==> src/rtl/vga_pkg.sv <==
// Shared raster constants and coordinate type for the display path.
package vga_pkg;

  localparam int unsigned COORD_W   = 10;
  typedef logic [COORD_W-1:0] coord_t;

  localparam int unsigned H_VISIBLE = 640;
  localparam int unsigned H_FRONT   = 16;
  localparam int unsigned H_SYNC    = 96;
  localparam int unsigned H_BACK    = 48;
  localparam int unsigned V_VISIBLE = 480;
  localparam int unsigned V_FRONT   = 10;
  localparam int unsigned V_SYNC    = 2;
  localparam int unsigned V_BACK    = 33;

  localparam int unsigned H_TOTAL   = H_VISIBLE + H_FRONT + H_SYNC + H_BACK;
  localparam int unsigned V_TOTAL   = V_VISIBLE + V_FRONT + V_SYNC + V_BACK;

endpackage

==> src/rtl/vga_sync_decode.sv <==
// Combinational map from raster coordinates to visible flag and sync levels.
module vga_sync_decode
  import vga_pkg::coord_t;
  import vga_pkg::COORD_W;
#(
  parameter int unsigned H_VISIBLE   = vga_pkg::H_VISIBLE,
  parameter int unsigned H_FRONT     = vga_pkg::H_FRONT,
  parameter int unsigned H_SYNC      = vga_pkg::H_SYNC,
  parameter int unsigned V_VISIBLE   = vga_pkg::V_VISIBLE,
  parameter int unsigned V_FRONT     = vga_pkg::V_FRONT,
  parameter int unsigned V_SYNC      = vga_pkg::V_SYNC,
  parameter logic        SYNC_ACTIVE = 1'b0
) (
  input  coord_t x_i,
  input  coord_t y_i,
  output logic   blank_c,
  output logic   hs_c,
  output logic   vs_c
);

  localparam int unsigned HS_START = H_VISIBLE + H_FRONT;
  localparam int unsigned HS_END   = HS_START + H_SYNC;
  localparam int unsigned VS_START = V_VISIBLE + V_FRONT;
  localparam int unsigned VS_END   = VS_START + V_SYNC;

  always_comb begin
    blank_c = (x_i < COORD_W'(H_VISIBLE)) && (y_i < COORD_W'(V_VISIBLE));
    hs_c    = ((x_i >= COORD_W'(HS_START)) && (x_i < COORD_W'(HS_END))) ? SYNC_ACTIVE : ~SYNC_ACTIVE;
    vs_c    = ((y_i >= COORD_W'(VS_START)) && (y_i < COORD_W'(VS_END))) ? SYNC_ACTIVE : ~SYNC_ACTIVE;
  end

endmodule

==> src/rtl/vga_timing_gen.sv <==
// VGA raster timing: pixel strobe, scan counters, registered blank/sync, pulses.
// Optional 16-bit completed-frame counter when FRAME_CNT_EN is defined.
module vga_timing_gen
  import vga_pkg::coord_t;
  import vga_pkg::COORD_W;
#(
  parameter int unsigned H_VISIBLE   = vga_pkg::H_VISIBLE,
  parameter int unsigned H_FRONT     = vga_pkg::H_FRONT,
  parameter int unsigned H_SYNC      = vga_pkg::H_SYNC,
  parameter int unsigned H_BACK      = vga_pkg::H_BACK,
  parameter int unsigned V_VISIBLE   = vga_pkg::V_VISIBLE,
  parameter int unsigned V_FRONT     = vga_pkg::V_FRONT,
  parameter int unsigned V_SYNC      = vga_pkg::V_SYNC,
  parameter int unsigned V_BACK      = vga_pkg::V_BACK,
  parameter int unsigned CLK_DIV     = 2,
  parameter logic        SYNC_ACTIVE = 1'b0
) (
  input  logic       CLK,
  input  logic       Reset_n,
  output logic       pixel_en,
  output logic [9:0] DrawX,
  output logic [9:0] DrawY,
  output logic       blank,
  output logic       hs,
  output logic       vs,
  output logic       hs_d,
  output logic       vs_d,
  output logic       line_start,
  output logic       frame_start
`ifdef FRAME_CNT_EN
  ,
  output logic [15:0] frame_cnt
`endif
);

  localparam int unsigned DIV_W   = 2;
  localparam int unsigned H_TOTAL = H_VISIBLE + H_FRONT + H_SYNC + H_BACK;
  localparam int unsigned V_TOTAL = V_VISIBLE + V_FRONT + V_SYNC + V_BACK;

  logic [DIV_W-1:0] div_q, div_d;
  logic             pen_q, pen_d;
  coord_t           x_q, x_d, y_q, y_d;
  logic             blank_q, blank_d;
  logic             hsync_q, hsync_d, vsync_q, vsync_d;
  logic             hsync_dly_q, vsync_dly_q;
  logic             line_q, line_d, frame_q, frame_d;
  logic             fresh_q;
  logic             div_last_c, x_last_c, y_last_c;

  assign div_last_c = (div_q == DIV_W'(CLK_DIV - 1));
  assign x_last_c   = (x_q == COORD_W'(H_TOTAL - 1));
  assign y_last_c   = (y_q == COORD_W'(V_TOTAL - 1));

  // fresh_q marks the first edge after reset so (0,0) gets its line/frame pulses.
  always_comb begin
    div_d   = div_last_c ? '0 : div_q + DIV_W'(1);
    pen_d   = div_last_c;
    x_d     = x_q;
    y_d     = y_q;
    if (pen_q) begin
      if (x_last_c) begin
        x_d = '0;
        y_d = y_last_c ? '0 : y_q + COORD_W'(1);
      end else begin
        x_d = x_q + COORD_W'(1);
      end
    end
    line_d  = fresh_q | (pen_q & x_last_c);
    frame_d = fresh_q | (pen_q & x_last_c & y_last_c);
  end

  // Decode from next-state counters so blank/sync land on the same edge as DrawX/DrawY.
  vga_sync_decode #(
    .H_VISIBLE  (H_VISIBLE),
    .H_FRONT    (H_FRONT),
    .H_SYNC     (H_SYNC),
    .V_VISIBLE  (V_VISIBLE),
    .V_FRONT    (V_FRONT),
    .V_SYNC     (V_SYNC),
    .SYNC_ACTIVE(SYNC_ACTIVE)
  ) u_decode (
    .x_i    (x_d),
    .y_i    (y_d),
    .blank_c(blank_d),
    .hs_c   (hsync_d),
    .vs_c   (vsync_d)
  );

  always_ff @(posedge CLK or negedge Reset_n) begin
    if (!Reset_n) begin
      div_q       <= '0;
      pen_q       <= 1'b0;
      x_q         <= '0;
      y_q         <= '0;
      blank_q     <= 1'b0;
      hsync_q     <= ~SYNC_ACTIVE;
      vsync_q     <= ~SYNC_ACTIVE;
      hsync_dly_q <= ~SYNC_ACTIVE;
      vsync_dly_q <= ~SYNC_ACTIVE;
      line_q      <= 1'b0;
      frame_q     <= 1'b0;
      fresh_q     <= 1'b1;
    end else begin
      div_q       <= div_d;
      pen_q       <= pen_d;
      x_q         <= x_d;
      y_q         <= y_d;
      blank_q     <= blank_d;
      hsync_q     <= hsync_d;
      vsync_q     <= vsync_d;
      hsync_dly_q <= hsync_q;
      vsync_dly_q <= vsync_q;
      line_q      <= line_d;
      frame_q     <= frame_d;
      fresh_q     <= 1'b0;
    end
  end

`ifdef FRAME_CNT_EN
  localparam int unsigned FCNT_W = 16;
  logic [FCNT_W-1:0] fcnt_q, fcnt_d;

  // Counts completed frames (wraps), not the start-up pulse.
  always_comb fcnt_d = (pen_q & x_last_c & y_last_c) ? fcnt_q + FCNT_W'(1) : fcnt_q;

  always_ff @(posedge CLK or negedge Reset_n) begin
    if (!Reset_n) fcnt_q <= '0;
    else          fcnt_q <= fcnt_d;
  end

  assign frame_cnt = fcnt_q;
`else
  // No frame counter in this build.
`endif

  assign pixel_en    = pen_q;
  assign DrawX       = x_q;
  assign DrawY       = y_q;
  assign blank       = blank_q;
  assign hs          = hsync_q;
  assign vs          = vsync_q;
  assign hs_d        = hsync_dly_q;
  assign vs_d        = vsync_dly_q;
  assign line_start  = line_q;
  assign frame_start = frame_q;

endmodule

==> config.mk <==
export PLATFORM = sky130hd
export DESIGN_NAME = vga_timing_gen
export DESIGN_NICKNAME = d
export VERILOG_FILES = /design/src/rtl/vga_pkg.sv /design/src/rtl/vga_sync_decode.sv /design/src/rtl/vga_timing_gen.sv
export SDC_FILE = /design/constraint.sdc
export NUM_CORES = 1
export LEC_CHECK = 0
export BUFFER_PORTS_ARGS = -buffer_cell sky130_fd_sc_hd__buf_2
export CORE_ASPECT_RATIO = 1.2
export CORE_UTILIZATION = 48
export CTS_CLUSTER_DIAMETER = 60
export DETAILED_ROUTE_END_ITERATION = 10
export PLACE_DENSITY_LB_ADDON = 0.08
export SYNTH_ARGS = -nofsm -noshare
export SYNTH_HDL_FRONTEND = slang
export SYNTH_HIERARCHICAL = 1
export SYNTH_SLANG_ARGS = --single-unit
==> constraint.sdc <==
create_clock -name CLK -period 2.3 [get_ports CLK]
set_input_delay 0.345 -clock CLK [delete_from_list [all_inputs] [get_ports CLK]]
set_output_delay 0.345 -clock CLK [all_outputs]
set_load 0.02 [all_outputs]
* Word-level counts from Yosys, hierarchy flattened
Index checks and enable logic that the tools add are counted.
Storage, ports and cells: register bits 31, input port bits 2, output and inout port bits 28, logic and storage cells 39
Cells by class: add/sub/neg operators 3, $lt $le $gt $ge 6, eq/ne operators 3, mux-type cells 8, bitwise operators 4, reductions and logical operators 3
Operators with widths (number):
- $mux 10 | 5
- $add 10x1->10 const B | 2
- $eq 10x10->1 const B | 2
- $lt 10x10->1 const B | 2
- $lt 10x9->1 const B | 2
- $ge 10x10->1 const B | 1
- $ge 10x9->1 const B | 1
- $logic_and 1x1->1 | 3
- $add 2x1->2 const B | 1
- $and 1x1->1 | 2
- $eq 2x1->1 const B | 1
- $mux 1 | 2
- $mux 2 | 1
- $or 1x1->1 | 2

* Longest topological paths before layout
Gate-level depths: netlist (run 1).
depth in word-level cells 7, depth in mapped cells 8, depth with buffers taken out 8

* Modules after synthesis
The synthesis (run 1) kept the hierarchy.
Modules (own cells, without submodules):
- vga_timing_gen | times used 1, cells an instance 122, area an instance 1350.0 µm²
- vga_sync_decode | times used 1, cells an instance 9, area an instance 58.8 µm²

* Worst setup path after synthesis (run 1)
No wires, ideal clock.
path kind register to register, from register x_q[0], in the netlist DrawX[0], to register vsync_q, in the netlist vs, arrival time 2.274 ns, setup slack -0.064 ns, cell stages (with the launch flop) 9, path buffers 1, cell sequence dfrtp_1 ha_1 nand2_1 or4_4 buf_4 or3_1 a21oi_1 nor4b_1 nand3_1
On the way: cells in the longest elaborated chain, start to end 6, elaborated cells between the ends (all ways) 7, classes of those cells order compare: 2; eq/ne: 1; mux: 3; reduce/logical: 1
Ends and longest elaborated chain:
- start: declaration | RTL line vga_timing_gen.sv:42 | coord_t x_q, x_d, y_q, y_d;
- start signal: assignment | RTL line vga_timing_gen.sv:93 | x_q <= '0;
- start signal: assignment | RTL line vga_timing_gen.sv:106 | x_q <= x_d;
- $eq 10x10->1 (*) | RTL line vga_timing_gen.sv:51 | assign x_last_c = (x_q == COORD_W'(H_TOTAL - 1));
- $mux 10 (*) | RTL line vga_timing_gen.sv:61 | if (x_last_c) begin
- $mux 10 (*) | RTL line vga_timing_gen.sv:60 | if (pen_q) begin
- net y_d[3] | RTL line vga_timing_gen.sv:42
- $ge 10x9->1 / $lt 10x9->1 (equally long branches) | RTL line vga_sync_decode.sv:29 | vs_c = ((y_i >= COORD_W'(VS_START)) && (y_i < COORD_W'(VS_END))) ? SYNC_ACTIVE : ~SYNC_ACTIVE;
- $logic_and 1x1->1 (*) | RTL line vga_sync_decode.sv:29
- $mux 1 (*) | RTL line vga_sync_decode.sv:29
- net vsync_d | RTL line vga_timing_gen.sv:44 | logic hsync_q, hsync_d, vsync_q, vsync_d;
- end signal: assignment | RTL line vga_timing_gen.sv:97 | vsync_q <= ~SYNC_ACTIVE;
- end signal: assignment | RTL line vga_timing_gen.sv:110 | vsync_q <= vsync_d;
- end: declaration | RTL line vga_timing_gen.sv:44
Mark *: on every way through the listed nets, which the timed path passes. The rest lies on a longest branch.

* Worst setup path after layout (run 1)
Ends and elaborated chain as after synthesis.

==> flow_summary.yaml, run 1 <==
setup_path:
  endpoint_kind: "flop"
  reg2reg_to: "vs$_DFF_PN1_"
  worstPathRequired_ns: 2.54
  r2r_cells: 7
  r2r_start: "DrawX[0]$_DFF_PN0_"
  regToRegSetupSlack_ns: 0.06
  critPathKind: "reg2reg"
  critPathLaunchType: "flop"
  crit_fanout: 6
  arrival_ns: 2.48
cts:
  clk_pin_slew_ns: 0.09
  htreeDepth: 2
  cts.sink_count: 31
  cts-root-buf: "clkbuf_4"
  clk_latency_ns: 0.33
  cts_tree: "built"
  cts_inserted_buffers: 5
  postCtsHoldBufs: 0
  clk_path_buf_depth: 2
drt:
  routed_wirelength_mm: 3.137
  ant_nets: 0
  first_pass_iters: 4
  routed_via_density: 5.530
  detail_route.wl_per_cell_um: 14.59
  drcViolationCount: 0
  num_vias: 1189
  initialDrtViolationCount: 24
logic_synthesis:
  synthDistinctLibCells: 35
  yosysWarnings: 6
  yosysMostFrequentCell: "dfrtp_1"
  synth_compound_area_frac: 0.07194
  synth_area_per_cell_um2: 10.75
  post_synth_and_or_nand_nor_area_fraction: 0.2540
  synth_top_area_share: 0.4618
  yosysTopAreaCell: "dfrtp_1"
  synth_area_leaders: "dfrtp_1 46%, dfstp_2 9.3%, nand3_1 4.6%, xnor2_1 4.4%, ha_1 2.7%"
  synth-xor-area-share: 0.06217
  synth_common_cells: "26 x dfrtp_1, 13 x nand3_1, 8 x nand2_1"
  synth_ff_type: "dfrtp_1"
  synth.area.mux_share: 0
  ys_ff_latch: 31
  ys_seq_area_frac: 0.5551
  synth_area_mm2: 0.001409
  synth_top_family_by_area: "simple AND/OR/NAND/NOR gates"
  synth-edff-count: 0
  synth_nets: 136
  async_flop_share: 1.000
  synth_fa_ha_area_frac: 0.02664
  syn_inst: 131
timing:
  timing.hold.ws_ns: 0.04072
  max_slew.worst_pin.slew_ns: 0.6768
  drv_slew: 0
  setup-tns-final_ns: 0
  slew-limit-headroom: 0.5488
  setup_viol: 0
  max_freq_ghz: 0.4472
  fin_crit_ns: 2.236
  skew_ns: 0.007106
  hold_violations: 0
  period_share: 0.9721
  setup_slack_ns: 0.06410
power_and_ir_drop:
  switching_share: 0.2270
  switching_power_uw: 196.8
  clockPowerShare: 0.348
  combPwrFrac: 0.019
  leakage_nw: 0.8266
  power_frac_seq: 0.633
  max-vdd-ir-drop_uv: 398.9
  intPower_uw: 670.1
  cellPowerDensity_mw_per_mm2: 487.2
placed_design:
  pre_cts_slack_ns: 0.06206
  dp_hpwl_mm: 2.129
  io_buffer_count: 29
  gp_congestion: 0.8387
global_routing:
  grt_start_max_net_pins: 32
  antenna_found_initial: 0
  grt_pass1_vias: 1075
  grt.overflow.total: 0
  grt_pass1_wl_mm: 4.995
  track_usage: 0.2250
floorplanning:
  die_y_um: 61.35
  core_region_area_mm2: 0.002785
  dieArea_mm2: 0.003157
  ios: 30
  die-width_um: 51.46
  start_util: 0.5058
  rows: 21
finish:
  diodes: 0
  drive_gt1_frac: 0.3757
  layout.nets: 185
  fillers: 249
  areaGrowthSynthToFinish_pct: 26.29
worst_hold_path:
  hp-class: "in2async"
job:
  cap_violations: 0
status:
  status: "completed"
==> critical path, stage by stage (launching register included) <==
cell	delay, ns
dfrtp_2	0.38
ha_1	0.19
nand2_2	0.09
or4_4	0.59
or3_1	0.39
a21oi_2	0.18
nor4b_2	0.22
nand3_1	0.10
==> power by group through the flow <==
stage | clock (mW) | sequential (mW) | combinational, mW
2_1_floorplan | 0 | 0.562 | 0.00146
3_3_place_gp | 0 | 0.559 | 0.0173
3_5_place_dp | 0 | 0.559 | 0.0175
4_1_cts | 0.308 | 0.549 | 0.0174
5_1_grt | 0.336 | 0.549 | 0.0189
6_report | 0.301 | 0.549 | 0.0165
==> cells in the final DEF (no fill, tap or decap), types with 2 or more instances in the layout <==
cell | synthesis | routed
buf_2 | 1 | 29
dfrtp_1 | 26 | 24
buf_4 | 1 | 15
nand3_1 | 13 | 13
nand2_1 | 8 | 7
xnor2_1 | 7 | 7
o21ai_0 | 7 | 6
nand4_1 | 6 | 6
inv_1 | 6 | 6
nor2_1 | 6 | 5
nor3_1 | 5 | 5
clkbuf_4 | 0 | 5
dfstp_2 | 5 | 5
or3_1 | 4 | 4
xor2_1 | 3 | 3
nand2b_1 | 3 | 3
a21oi_2 | 0 | 3
ha_1 | 3 | 3
dfrtp_2 | 0 | 2
nor4_1 | 2 | 2
and4_1 | 2 | 2
or4_4 | 1 | 2
or4_1 | 2 | 2
nor2b_1 | 2 | 2
o31ai_1 | 2 | 2
clkbuf_1 | 1 | 2
==> routing by layer <==
layer | global-route usage | wire length (um) | vias to the layer above | share of wire
met2 | 0.3562 | 1577 | 39 | 0.50
met5 | 0 | 0 | - | 0
met4 | 0.1274 | 87 | 0 | 0.028
li1 | - | - | 573 | -
met3 | 0.07654 | 159 | 10 | 0.051
met1 | 0.2700 | 1312 | 567 | 0.42
==> worst max path at each step <==
stage,end,depth (start not counted),startpoint
finish,vs$_DFF_PN1_,7,DrawX[0]$_DFF_PN0_
global route,vs$_DFF_PN1_,7,DrawX[0]$_DFF_PN0_
CTS,vs$_DFF_PN1_,7,DrawX[0]$_DFF_PN0_
detailed placement,vs$_DFF_PN1_,7,DrawX[0]$_DFF_PN0_
global placement,vs$_DFF_PN1_,7,DrawX[0]$_DFF_PN0_
floorplan,vs$_DFF_PN1_,8,DrawX[0]$_DFF_PN0_
==> sequential cells by signal (all words and copies together), names as in the netlist <==
register / cells
DrawX: 10
DrawY: 10
div_q: 2
blank: 1
frame_start: 1
fresh_q: 1
hs: 1
hs_d: 1
line_start: 1
pixel_en: 1
vs: 1
vs_d: 1
==> cell families after synthesis <==
family          count (synthesis)
xor+xnor                       10
other cells                     1
simple gates                   60
flops                          31
buf+inv                         9
fa+ha+maj                       3
compound gates                 17
==> cell type report <==
| type | instances | area [um^2] | area share |
|---|---|---|---|
| well taps | 34 | 42.54 | 0.02391 |
| repair buffers | 44 | 257.7 | 0.1449 |
| clock buffers | 7 | 45.04 | 0.02532 |
| multi-input cells | 92 | 621.8 | 0.3495 |
| inverters | 6 | 22.52 | 0.01266 |
| flip-flops and latches | 31 | 784.5 | 0.4409 |
| clock inverters | 1 | 5.005 | 0.002813 |
==> stage by stage <==
stage	total power, mW	util	std cells	cell area, um^2
finish	0.8669	0.6388	215	1779
global route	0.9048	0.6388	215	1779
CTS	0.8745	0.6186	211	1723
detailed placement	0.5769	0.6006	203	1673
global placement	0.5767	0.6006	203	1673
floorplan	0.5634	-	131	1411
==> repair_timing <==
action,CTS,global route
resized for setup,0,8
setup endpoints to repair,0,2
setup buffers,0,3
No activity file was read; power rests on OpenSTA's default activity.
==> run 2: changes to the inputs <==
--- a/config.mk
+++ b/config.mk
@@ -7,6 +7,7 @@
 export LEC_CHECK = 0
 export BUFFER_PORTS_ARGS = -buffer_cell sky130_fd_sc_hd__buf_2
 export CORE_ASPECT_RATIO = 1.2
+export CORE_MARGIN = 4
 export CORE_UTILIZATION = 48
 export CTS_CLUSTER_DIAMETER = 60
 export DETAILED_ROUTE_END_ITERATION = 10
==> flow_summary.yaml, run 2 (same netlist as run 1, synthesis figures left out) <==
floorplanning:
  die-width_um: 57.46
  rows: 21
  die_y_um: 67.35
  start_util: 0.5011
  core_region_area_mm2: 0.002811
  ios: 30
  dieArea_mm2: 0.003869
timing:
  hold_violations: 0
  skew_ns: 0.009508
  max_slew.worst_pin.slew_ns: 0.6819
  period_share: 0.9591
  drv_slew: 0
  max_freq_ghz: 0.4533
  slew-limit-headroom: 0.5454
  setup_viol: 0
  fin_crit_ns: 2.206
drt:
  ant_nets: 0
  routed_via_density: 5.521
  num_vias: 1187
  detail_route.wl_per_cell_um: 15.25
  routed_wirelength_mm: 3.278
  drcViolationCount: 0
  initialDrtViolationCount: 51
  first_pass_iters: 4
finish:
  final_cells: 215
  stdcell_area_mm2: 0.001863
  multi_input_area_um2: 669.4
  areaGrowthSynthToFinish_pct: 32.24
  seqCellArea_um2: 784.5
  layout_commonest_cell: "buf_2"
  drive_gt1_frac: 0.4088
  utilization: 0.6627
  final_cell_mix: "29 x buf_2, 24 x dfrtp_1, 15 x buf_4"
  layout.nets: 185
  fillers: 210
  diodes: 0
setup_path:
  slowest_stage: "or4_4"
  crit_top_cell: "or4_4"
  worstPathRequired_ns: 2.57
  cpPeakStageDelay_ns: 0.61
  critPathBufInv: 0
  critical_path.cell_chain: "ha_4, nand2_2, or4_4, or4_4, a21oi_4, nor4b_4, nand3_1"
  critical-path-top-delay-family: "simple AND/OR/NAND/NOR gates"
  arrival_ns: 2.47
  crit_fanout: 6
  critPathKind: "reg2reg"
  endpoint_kind: "flop"
  regToRegSetupSlack_ns: 0.09
  critPathLaunchType: "flop"
cts:
  cts_inserted_buffers: 5
  cts-root-buf: "clkbuf_4"
  htreeDepth: 2
  clk_latency_ns: 0.33
  clk_path_buf_depth: 2
  cts.sink_count: 31
  clk_pin_slew_ns: 0.10
  cts_tree: "built"
  postCtsHoldBufs: 0
placed_design:
  dp.cells: 203
  io_buffer_count: 29
  postPlaceCellArea_mm2: 0.001673
  dp_hpwl_mm: 2.290
  gp_congestion: 0.7669
global_routing:
  grt.overflow.total: 0
  track_usage: 0.1880
  grt_start_max_net_pins: 32
  antenna_found_initial: 0
  grt_pass1_vias: 1129
  grt_pass1_wl_mm: 5.430
power_and_ir_drop:
  max-vdd-ir-drop_uv: 737.5
  cellPowerDensity_mw_per_mm2: 538.4
  leakage_nw: 0.8461
status:
  status: "completed"
job:
  cap_violations: 0
worst_hold_path:
  hp-class: "in2async"
-- run 2: final timing paths --
kind / startpoint / end / depth (start not counted)
max: DrawX[1]$_DFF_PN0_ / vs$_DFF_PN1_ / 7
min: Reset_n / div_q[1]$_DFF_PN0_ / 1
min reg2reg: vs$_DFF_PN1_ / vs_d$_DFF_PN1_ / 0
max reg2reg: DrawX[1]$_DFF_PN0_ / vs$_DFF_PN1_ / 7
max in group asynchronous: Reset_n / DrawX[0]$_DFF_PN0_ / 1
min in group CLK: vs$_DFF_PN1_ / vs_d$_DFF_PN1_ / 0
-- run 2: through the flow --
step,setup TNS (ns),power (mW),hold slack (ns),setup WS [ns]
2_1_floorplan,0,0.5634,0.04941,0.01927
3_3_place_gp,0,0.5768,0.3535,0.1174
3_5_place_dp,0,0.5769,0.3566,0.02364
4_1_cts,0,1.022,0.04863,0.04524
5_1_grt,-0.004213,1.046,0.07569,-0.004213
6_report,0,1.003,0.04455,0.09403
-- run 2: layout make-up --
type,instances,share of cell area
clock buffers,6,0.02754
clock inverters,2,0.01880
inverters,6,0.01209
multi-input cells,92,0.3593
flip-flops and latches,31,0.4211
well taps,34,0.02283
repair buffers,44,0.1383
-- run 2: metal layers --
| layer | wire (um) | vias up | part of all wire | global-route usage |
|---|---|---|---|---|
| li1 | - | 570 | - | - |
| met1 | 1345 | 563 | 0.41 | 0.2202 |
| met2 | 1596 | 44 | 0.49 | 0.2994 |
| met3 | 226 | 10 | 0.069 | 0.05927 |
| met4 | 110 | 0 | 0.034 | 0.1159 |
| met5 | 0 | - | 0 | 0 |
-- run 2: power breakdown --
part / switching [mW] / internal [mW] / total [mW]
Combinational: 0.0137 / 0.00285 / 0.0165
Sequential: 0.000723 / 0.548 / 0.549
Clock: 0.181 / 0.257 / 0.438
-- run 2: what timing repair did --
action | 4_1_cts | 5_1_grt
buffers inserted | 0 | 3
gates resized for setup | 2 | 14
setup endpoints to repair | 1 | 2
cloned | 0 | 1
pin swaps | 0 | 3
==> run 3: changes to the inputs <==
--- a/config.mk
+++ b/config.mk
@@ -11,8 +11,7 @@
 export CORE_UTILIZATION = 48
 export CTS_CLUSTER_DIAMETER = 60
 export DETAILED_ROUTE_END_ITERATION = 10
-export PLACE_DENSITY_LB_ADDON = 0.08
+export PLACE_DENSITY_LB_ADDON = 0.2
 export SYNTH_ARGS = -nofsm -noshare
 export SYNTH_HDL_FRONTEND = slang
-export SYNTH_HIERARCHICAL = 1
 export SYNTH_SLANG_ARGS = --single-unit
==> flow_summary.yaml, run 3 <==
logic_synthesis:
  synth_ff_type: "dfrtp_1"
  yosysTopAreaCell: "dfrtp_1"
  synthDistinctLibCells: 43
  synth_area_per_cell_um2: 9.928
  syn_inst: 154
  synth-edff-count: 0
  yosysMostFrequentCell: "dfrtp_1"
  synth_top_area_share: 0.4255
  synth_area_leaders: "dfrtp_1 43%, dfstp_2 8.6%, xnor2_1 4.0%, nand2_1 3.9%, o21ai_0 3.3%"
  async_flop_share: 1.000
  synth_common_cells: "26 x dfrtp_1, 16 x nand2_1, 10 x o21ai_0"
  ys_ff_latch: 31
  yosysWarnings: 0
  ys_seq_area_frac: 0.5115
  synth_area_mm2: 0.001529
  synth_nets: 159
drt:
  detail_route.wl_per_cell_um: 14.51
  drcViolationCount: 0
  routed_wirelength_mm: 3.338
  first_pass_iters: 4
  initialDrtViolationCount: 37
  routed_via_density: 5.543
  num_vias: 1275
  ant_nets: 0
floorplanning:
  start_util: 0.5004
  die-width_um: 59.52
  ios: 30
  dieArea_mm2: 0.004156
  die_y_um: 69.83
  core_region_area_mm2: 0.003055
  rows: 22
timing:
  slew-limit-headroom: 0.5503
  max_slew.worst_pin.slew_ns: 0.6746
  setup_viol: 0
  rsz0062_at_grt: "no"
  drv_slew: 0
  period_share: 0.9574
  setup-tns-final_ns: 0
  skew_ns: 0.004492
  hold_violations: 0
  max_freq_ghz: 0.4541
  fin_crit_ns: 2.202
worst_hold_path:
  hp-class: "in2async"
global_routing:
  grt_pass1_wl_mm: 5.623
  track_usage: 0.1767
  antenna_found_initial: 0
  use_met2: 0.3026
  grt.overflow.total: 0
  use_met1: 0.1940
  grt_use_met3: 0.04842
  grt.busiest_layer: "met2"
  grt_pass1_vias: 1280
  grt_start_max_net_pins: 32
finish:
  fillers: 261
  diodes: 0
  utilization: 0.6011
  drive_gt1_frac: 0.2990
  final_cell_mix: "29 x buf_2, 24 x dfrtp_1, 16 x nand2_1"
  layout.nets: 198
  multi_input_area_um2: 718.2
  layout_commonest_cell: "buf_2"
  seqCellArea_um2: 784.5
  areaGrowthSynthToFinish_pct: 20.13
setup_path:
  critPathKind: "reg2reg"
  critPathLaunchType: "flop"
  endpoint_kind: "flop"
  arrival_ns: 2.45
  worstPathRequired_ns: 2.55
  crit_fanout: 7
  r2r_cells: 6
power_and_ir_drop:
  leakage_nw: 0.8060
  max-vdd-ir-drop_uv: 336.8
  cellPowerDensity_mw_per_mm2: 467.1
cts:
  clk_latency_ns: 0.32
  cts_tree: "built"
  clk_pin_slew_ns: 0.09
  cts_setup_buffers: 0
  postCtsHoldBufs: 0
  cts-root-buf: "clkbuf_4"
  clk_path_buf_depth: 2
  htreeDepth: 2
  cts.sink_count: 31
  cts_inserted_buffers: 5
  cts_resized: 0
placed_design:
  dp_hpwl_mm: 2.481
  gp_congestion: 0.8829
  io_buffer_count: 29
status:
  status: "completed"
job:
  cap_violations: 0
-- run 3: cell count changes after synthesis, sizes merged, moves of 3 or more --
cell and change:
nor3 +3, nand2 +8, nand3 -9, o21ai +4, a31oi +4, clkbuf +4
-- run 3: worst paths after layout --
path,from,end,slack (ns)
worst min register to register,hs$_DFF_PN1_,hs_d$_DFF_PN1_,0.37
min in group CLK,hs$_DFF_PN1_,hs_d$_DFF_PN1_,0.37
max in group asynchronous,Reset_n,DrawX[0]$_DFF_PN0_,1.78
worst max register to register,DrawX[0]$_DFF_PN0_,vs$_DFF_PN1_,0.1
worst min-delay path,Reset_n,DrawY[7]$_DFF_PN0_,0.05
worst max-delay path,DrawX[0]$_DFF_PN0_,vs$_DFF_PN1_,0.1
-- run 3: kinds of logic after synthesis --
logic type                 Yosys count  share of synthesized area
DFF                                 31                     0.5115
muxes                                1                   0.006547
and+or+nand+nor                     71                     0.2660
xor gates and xnor gates            10                    0.05729
buffers and inverters               12                    0.03437
AOI/OAI and AO/OA                   25                    0.09739
adders and majority gates            3                    0.02455
other                                1                   0.002453
-- run 3: cell type report --
type,count,share of cell area
sequential,31,0.4271
multi-input combinational,111,0.3910
timing repair buffer,38,0.1178
clock buffer,7,0.02452
tap,36,0.02452
inverter,6,0.01226
clock inverter,1,0.002725
-- run 3: per-stage QoR --
stage          area, um^2  hold slack [ns]  setup WS (ns)  instances  power (mW)
2_1_floorplan        1531          0.04941        0.04282        154      0.5634
3_3_place_gp         1759           0.3521         0.1550        222      0.5762
3_5_place_dp         1759           0.3551        0.07939        222      0.5770
4_1_cts              1809          0.06396        0.05727        230      0.8745
5_1_grt              1837          0.08195       0.004925        230      0.9070
6_report             1837          0.04916        0.09787        230      0.8579
-- run 3: report_power, final --
part	leakage, nW	internal (mW)	switching [mW]
logic	0.388	0.00274	0.0135
registers	0.388	0.548	0.000941
clock network	0.0293	0.119	0.174
total	0.806	0.670	0.188
-- run 3: critical path, cell delays in order, from the launching register on --
cell and delay (ns):
dfrtp_2 0.40, ha_1 0.22, nand4_4 0.15, or4_4 0.56
nor3_2 0.22, o21ai_1 0.11, or4_1 0.47
-- run 3: layer usage --
| metal | wire, um | part of all wire |
|---|---|---|
| met1 | 1313 | 0.39 |
| met2 | 1788 | 0.54 |
| met3 | 135 | 0.040 |
| met4 | 99 | 0.030 |
| met5 | 0 | 0 |
